===== config.mk =====
export PLATFORM = sky130hd
export DESIGN_NAME = game_state_sched
export DESIGN_NICKNAME = d
export VERILOG_FILES = /design/src/rtl/game_state_sched.sv
export SDC_FILE = /design/constraint.sdc
export NUM_CORES = 1
export LEC_CHECK = 0
export BUFFER_PORTS_ARGS = -buffer_cell sky130_fd_sc_hd__buf_4
export CORE_UTILIZATION = 35
export CTS_BUF_LIST = sky130_fd_sc_hd__clkbuf_2
export CTS_CLUSTER_SIZE = 8
export DETAILED_ROUTE_END_ITERATION = 10
export PLACE_DENSITY = 0.64
export SLEW_MARGIN = 15
export SYNTH_ARGS = -nofsm -noshare
export SYNTH_HDL_FRONTEND = slang
export SYNTH_SLANG_ARGS = --single-unit

===== constraint.sdc =====
create_clock -name clk -period 4.1 [get_ports clk]
set_input_delay 0.615 -clock clk [delete_from_list [all_inputs] [get_ports clk]]
set_output_delay 0.615 -clock clk [all_outputs]
set_load 0.005 [all_outputs]

===== src/rtl/game_state_sched.sv =====
// game_state_sched: round-robin start/stop command scheduler
// in front of game_state, with post-pulse state verification.
module game_state_sched #(
  parameter int NREQ   = 2,
  parameter int SETTLE = 2
) (
  input  logic              clk,
  input  logic              rst,
  input  logic [NREQ-1:0]   req,
  input  logic [2*NREQ-1:0] req_func,
  output logic [NREQ-1:0]   ack,
  output logic              ack_err,
  output logic              busy,
  output logic              gs_en,
  output logic [1:0]        gs_func,
  input  logic [7:0]        game_state
);

  localparam int IW = (NREQ > 1) ? $clog2(NREQ) : 1;
  localparam logic [3:0] LASTCNT = 4'(SETTLE - 1);
  localparam logic [IW-1:0] LASTIDX = IW'(NREQ - 1);

  localparam logic [1:0] F_START  = 2'b01;
  localparam logic [1:0] F_END    = 2'b10;
  localparam logic [7:0] GS_START = 8'h01;
  localparam logic [7:0] GS_STOP  = 8'h00;

  typedef enum logic [1:0] {
    S_IDLE,
    S_ISSUE,
    S_SETTLE,
    S_RESP
  } state_t;

  state_t        state;
  logic [IW-1:0] last;
  logic [IW-1:0] idx;
  logic [1:0]    func;
  logic [3:0]    cnt;

  logic            win_vld;
  logic [IW-1:0]   win_idx;
  logic [IW-1:0]   cand;
  logic [1:0]      win_func;
  logic [NREQ-1:0] win_oh;
  logic [NREQ-1:0] idx_oh;
  logic            win_legal;
  logic            settle_ok;

  // Round-robin pick, scanning from just after the last winner
  always_comb begin
    win_vld = 1'b0;
    win_idx = last;
    cand    = last;
    for (int k = 1; k <= NREQ; k++) begin
      cand = IW'((int'(last) + k) % NREQ);
      if (!win_vld && req[cand]) begin
        win_vld = 1'b1;
        win_idx = cand;
      end
    end
  end

  // Winner command slice and one-hot decodes
  always_comb begin
    win_func = 2'b00;
    win_oh   = '0;
    idx_oh   = '0;
    for (int i = 0; i < NREQ; i++) begin
      if (win_idx == IW'(i)) begin
        win_func  = req_func[2*i +: 2];
        win_oh[i] = 1'b1;
      end
      if (idx == IW'(i)) begin
        idx_oh[i] = 1'b1;
      end
    end
  end

  // Command legality against the current game state
  always_comb begin
    win_legal = 1'b0;
    unique case (1'b1)
      (win_func == F_START):
        win_legal = (game_state != GS_START);
      (win_func == F_END):
        win_legal = (game_state == GS_START);
      default:
        win_legal = 1'b0;
    endcase
  end

  // Post-pulse check: did game_state reach the target?
  always_comb begin
    settle_ok = (func == F_START)
              ? (game_state == GS_START)
              : (game_state == GS_STOP);
  end

  assign busy = (state != S_IDLE);

  // Sequencer: arbitrate, pulse, settle, acknowledge
  always_ff @(posedge clk) begin
    if (rst) begin
      state   <= S_IDLE;
      last    <= LASTIDX;
      idx     <= '0;
      func    <= 2'b00;
      cnt     <= 4'd0;
      ack     <= '0;
      ack_err <= 1'b0;
      gs_en   <= 1'b0;
      gs_func <= 2'b00;
    end else begin
      ack     <= '0;
      ack_err <= 1'b0;
      gs_en   <= 1'b0;
      gs_func <= 2'b00;
      unique case (state)
        S_IDLE: begin
          if (win_vld) begin
            idx  <= win_idx;
            func <= win_func;
            last <= win_idx;
            if (win_legal) begin
              state   <= S_ISSUE;
              gs_en   <= 1'b1;
              gs_func <= win_func;
            end else begin
              state   <= S_RESP;
              ack     <= win_oh;
              ack_err <= 1'b1;
            end
          end
        end
        S_ISSUE: begin
          state <= S_SETTLE;
          cnt   <= 4'd0;
        end
        S_SETTLE: begin
          if (cnt == LASTCNT) begin
            state   <= S_RESP;
            ack     <= idx_oh;
            ack_err <= !settle_ok;
          end else begin
            cnt <= cnt + 4'd1;
          end
        end
        S_RESP: begin
          state <= S_IDLE;
        end
        default: begin
          state <= S_IDLE;
        end
      endcase
    end
  end

endmodule

**Yosys cells after proc, flatten, opt, wreduce, memory -nomap -nowiden**

Cells that the tools add are included.

- Register bits after elaboration: 16
- Input bits: 16
- Word-level logic and storage cells: 71

- Add/sub/neg operators: 3
- $lt $le $gt $ge: 2
- Equality and inequality tests: 12
- Muxes and demuxes: 30
- Bitwise gates (word level): 3
- Reduce and logical (&&, ||, !) cells: 12

Operators by type and width:

| cell | count |
|---|---|
| $mux W1 | 17 |
| $mux W2 | 7 |
| $eq A8 B1 Y1 const B | 1 |
| $logic_not A8 Y1 | 1 |
| $ne A8 B1 Y1 const B | 1 |
| $pmux W2 S4 | 1 |
| $pmux W4 S2 | 1 |
| $eq A2 B1 Y1 const B | 3 |
| $eq A2 B2 Y1 const B | 3 |
| $ne A2 B2 Y1 const B | 3 |
| $reduce_and A2 Y1 | 3 |
| $add A4 B1 Y4 const B | 1 |
| $eq A4 B1 Y1 const B | 1 |
| $lt A1 B2 Y1 const B | 2 |
| $mux W4 | 1 |
| $pmux W1 S2 | 2 |
| $pmux W2 S2 | 1 |
| $reduce_bool A2 Y1 | 2 |
| $reduce_or A4 Y1 | 1 |
| $not A1 Y1 | 3 |
| $reduce_or A3 Y1 | 1 |
| $add A1 B1 Y1 const B | 2 |
| $logic_not A1 Y1 | 2 |
| $logic_not A2 Y1 | 1 |
| $logic_and A1 B1 Y1 | 1 |

**Logic depth before layout (Yosys ltp)**

- Word-level depth: 13
- Depth in mapped cells: 7

**Least setup slack after synthesis**

Ideal clock, no wire load.

- Kind: input to register
- Start point: in game_state[1]
- End point: reg ack[0]
- Setup time: 0.130 ns
- Data arrival time: 1.430 ns
- Path slack: 2.540 ns
- Cell stages on the path: 4
- Buffers on the path: 0
- Cell sequence: nor4b_2 > a21oi_1 > a22oi_2 > o32ai_1

- Longest elaborated chain between the ends: 5
- Elaborated cells between the ends (all ways): 6
- Classes of those cells: 2 x eq/ne; 4 x mux

Ends and longest elaborated chain:

| item | RTL line | source |
|---|---|---|
| from (decl) | 16 | `input logic [7:0] game_state` |
| $eq A8 B1 Y1 or $ne A8 B1 Y1 (tied branches) | 87, 85 |  |
| $pmux W1 S2 * | 83 | `unique case (1'b1)` |
| $mux W2 * | 125 | `if (win_legal) begin` |
| $mux W2 * | 121 | `if (win_vld) begin` |
| $pmux W2 S2 * | 119 | `unique case (state)` |
| to (signal assigned) | 131 | `ack <= win_oh;` |
| to (signal assigned) | 143 | `ack <= idx_oh;` |
| to (decl) | 11 | `output logic [NREQ-1:0] ack,` |

Every way passes the cells marked *; elsewhere a longest branch is shown, timed or not.
A chain may end at the register's enable or synchronous reset.

**Worst setup path after layout**

- Start point: reg state[1]
- End point: out busy

- Longest elaborated chain between the ends: 1

Ends and longest elaborated chain:

| item | RTL line | source |
|---|---|---|
| from (decl) | 35 | `state_t state;` |
| from (signal assigned) | 105 | `state <= S_IDLE;` |
| from (signal assigned) | 126 | `state <= S_ISSUE;` |
| from (signal assigned) | 130 | `state <= S_RESP;` |
| $reduce_bool A2 Y1 | 100 | `assign busy = (state != S_IDLE);` |
| to (decl) | 13 | `output logic busy,` |

Every way passes these cells.

==> impl_metrics.tcl <==
set metrics [dict create \
    vias 743 \
    worstMarginPinSlew_ns 0.4171 \
    seqCellArea_um2 320.3 \
    firstDrtPassIters 4 \
    clock_skew_ns 0.007004 \
    hold_violations 0 \
    drc 0 \
    maxSlewHeadroom_pct 71.40 \
    core_um2 2297 \
    synthAdderAreaFrac_pct 7.112 \
    final_nets 140 \
    rsz0062_at_grt "no" \
    area_delta_synth_final_pct 24.47 \
    drv_cap 0 \
    grt_pass1_wl_um 2932 \
    hold_class "flip-flop to flip-flop" \
    synth-simple-area-share_pct 27.31 \
    cp.required_ns 3.48 \
    grt_pass1_vias 717 \
    initial_core_util_pct 38.29 \
    drive_above_1_share_pct 29.66 \
    fmax_mhz 546.3 \
    ioPinCount 23 \
    antenna_found_initial 0 \
    ys_seq_elements 16 \
    root_buffer "clkbuf_2" \
    p_leak_nw 0.4573 \
    clkSlewWorstSetupHoldPaths_ns 0.16 \
    insertion_delay_ns 0.29 \
    syn_area_um2 879.6 \
    setup_viol 0 \
    synthDistinctLibCells 37 \
    power_density_nw_per_um2 469.4 \
    final_cell_mix "buf_4 (22), dfxtp_1 (16), nor2_1 (9)" \
    synth_xor_area_share_pct 2.987 \
    die_area_um2 2718 \
    via_per_inst 5.089 \
    peakVddDrop_mv 0.2215 \
    final_antenna_net_count 0 \
    grt_max_degree 14 \
    die_h_um 52.13 \
    cts_setup_buffers 0 \
    cts_buffer_depth 2 \
    synth_top_family_by_area "simple AND/OR/NAND/NOR gates" \
    post_drt_wl_per_cell_um 11.82 \
    cp_max_fo 4 \
    syn_inst 93 \
    grtUsageTotal_pct 14.84 \
    ctsHtreeMaxLevel 1 \
    rows 17 \
    slew_viol_final 0 \
    ys_seq_area_share_pct 36.42 \
    cts_hold_buffers 0 \
    cts.sinks 16 \
    globalplace.congestion 0.7644 \
    grt.overflow.total 0 \
    ys.warnings.count 0 \
    synthMuxAreaShare_pct 4.552 \
    nFillCells 226 \
    outcome "complete, no violations" \
    critPathLaunchType "flip-flop" \
    cts_tree "yes" \
    utilization_pct 47.66 \
    synth_area_per_cell_um2 9.458 \
    post-route-min-period_ns 1.831 \
    setup_tns_ns 0 \
    dp_hpwl_um 1382 \
    critical_path_class "flip-flop to output port" \
    multiInputGateArea_um2 536.8 \
    io_buffers 22 \
    cts_resized 0 \
    die_x_um 52.13 \
    holdWs_ns 0.5103 \
    drtIter0Drc 10 \
    wl_um 1726 \
    n_antenna_cell 0 \
    synth_top_area_share_pct 36.42 \
    critPathArrivalTime_ns 1.22 \
    synth_fp_nets 114 \
    layout_commonest_cell "buf_4" \
    synth_area_leaders "dfxtp_1 (36%), ha_1 (7.1%), mux2i_1 (4.6%), nor2b_1 (4.3%), nor2_1 (3.8%)" \
    cts_inserted_buffers 3 \
    yosys.area.top_type "dfxtp_1" \
    min_period_over_period_pct 44.65 \
    crit_path_end_kind "output port" \
    synth-compound-area-share_pct 19.06 \
]
## report_power, final
group	internal, mW	leakage [nW]	total [mW]	switching (mW)
clock	0.0212	0.0140	0.0717	0.0505
combinational	0.108	0.312	0.229	0.122
sequential	0.190	0.131	0.213	0.0231
total	0.319	0.457	0.514	0.195
## sequential cells by signal, indices dropped and copies added (netlist names)
signal   count
gs_func      2
state        2
gs_en        1
func         2
last         1
idx          1
ack          2
cnt          4
ack_err      1
## logic make-up after synthesis
family          Yosys count
simple gates             38
flops                    16
mux                       4
xor+xnor                  3
buf+inv                   6
compound gates           21
fa+ha+maj                 5
## synthesized netlist by cell type
library cell	count
nor2b_4	1
ha_1	5
o31ai_1	1
o21a_1	1
o21ai_0	1
o21bai_1	1
nor3_1	2
inv_1	5
nand4_1	1
nand3_1	5
nor2b_1	6
nand2_1	3
a32oi_1	1
clkbuf_1	1
mux2i_1	4
a211o_1	1
dfxtp_1	16
nor3b_1	2
a211oi_2	1
nor4_4	1
o32ai_1	1
nand2_2	2
a311o_1	1
o21ai_4	1
a31oi_1	2
a22oi_2	1
and2b_1	1
xor2_1	1
a211oi_1	2
nor3b_2	1
xnor2_1	2
a21oi_1	4
nor4b_2	1
nor2_1	9
o22ai_1	1
o21a_2	1
nand2b_1	3
## layout make-up
| type | instances | area share [%] |
|---|---|---|
| Tap cell | 28 | 3.200 |
| Sequential cell | 16 | 29.26 |
| Inverter | 5 | 1.714 |
| Multi-Input combinational cell | 71 | 49.03 |
| Timing Repair Buffer | 22 | 15.09 |
| Clock inverter | 1 | 0.3429 |
| Clock buffer | 3 | 1.371 |
## metal layers
metal  share of wire [%]  global-route usage [%]  wire length, um
met5                   0                       0                0
met4                 1.2                   6.140               21
met3                 5.0                   5.556               87
met2                  47                   23.72              819
met1                  46                   17.73              798
## worst paths after layout
kind,depth (start not counted),startpoint,slack [ns],to
min reg2reg,2,func[0]$_SDFFE_PP0P_,0.51,func[0]$_SDFFE_PP0P_
min,2,func[0]$_SDFFE_PP0P_,0.51,func[0]$_SDFFE_PP0P_
max,4,state[1]$_SDFFE_PP0P_,2.27,busy
max reg2reg,6,cnt[0]$_SDFFE_PP0P_,2.45,state[1]$_SDFFE_PP0P_
## stage by stage
stage / instance area [um2] / worst slack, ns / total power, mW / std cells
finish: 1095 / 2.269 / 0.5139 / 146
detailed placement: 1076 / 2.236 / 0.4475 / 142
CTS: 1095 / 2.260 / 0.5194 / 146
global placement: 1076 / 2.308 / 0.4412 / 142
global route: 1095 / 2.207 / 0.5609 / 146
floorplan: 879.6 / 2.540 / 0.3724 / 93
## worst max-delay path, cell delays in order (launching register included)
cell and delay [ns]:
dfxtp_1 0.41, inv_1 0.08, ha_1 0.23, inv_1 0.10, buf_4 0.11
Note: power is estimated with default switching activity, not from simulation.
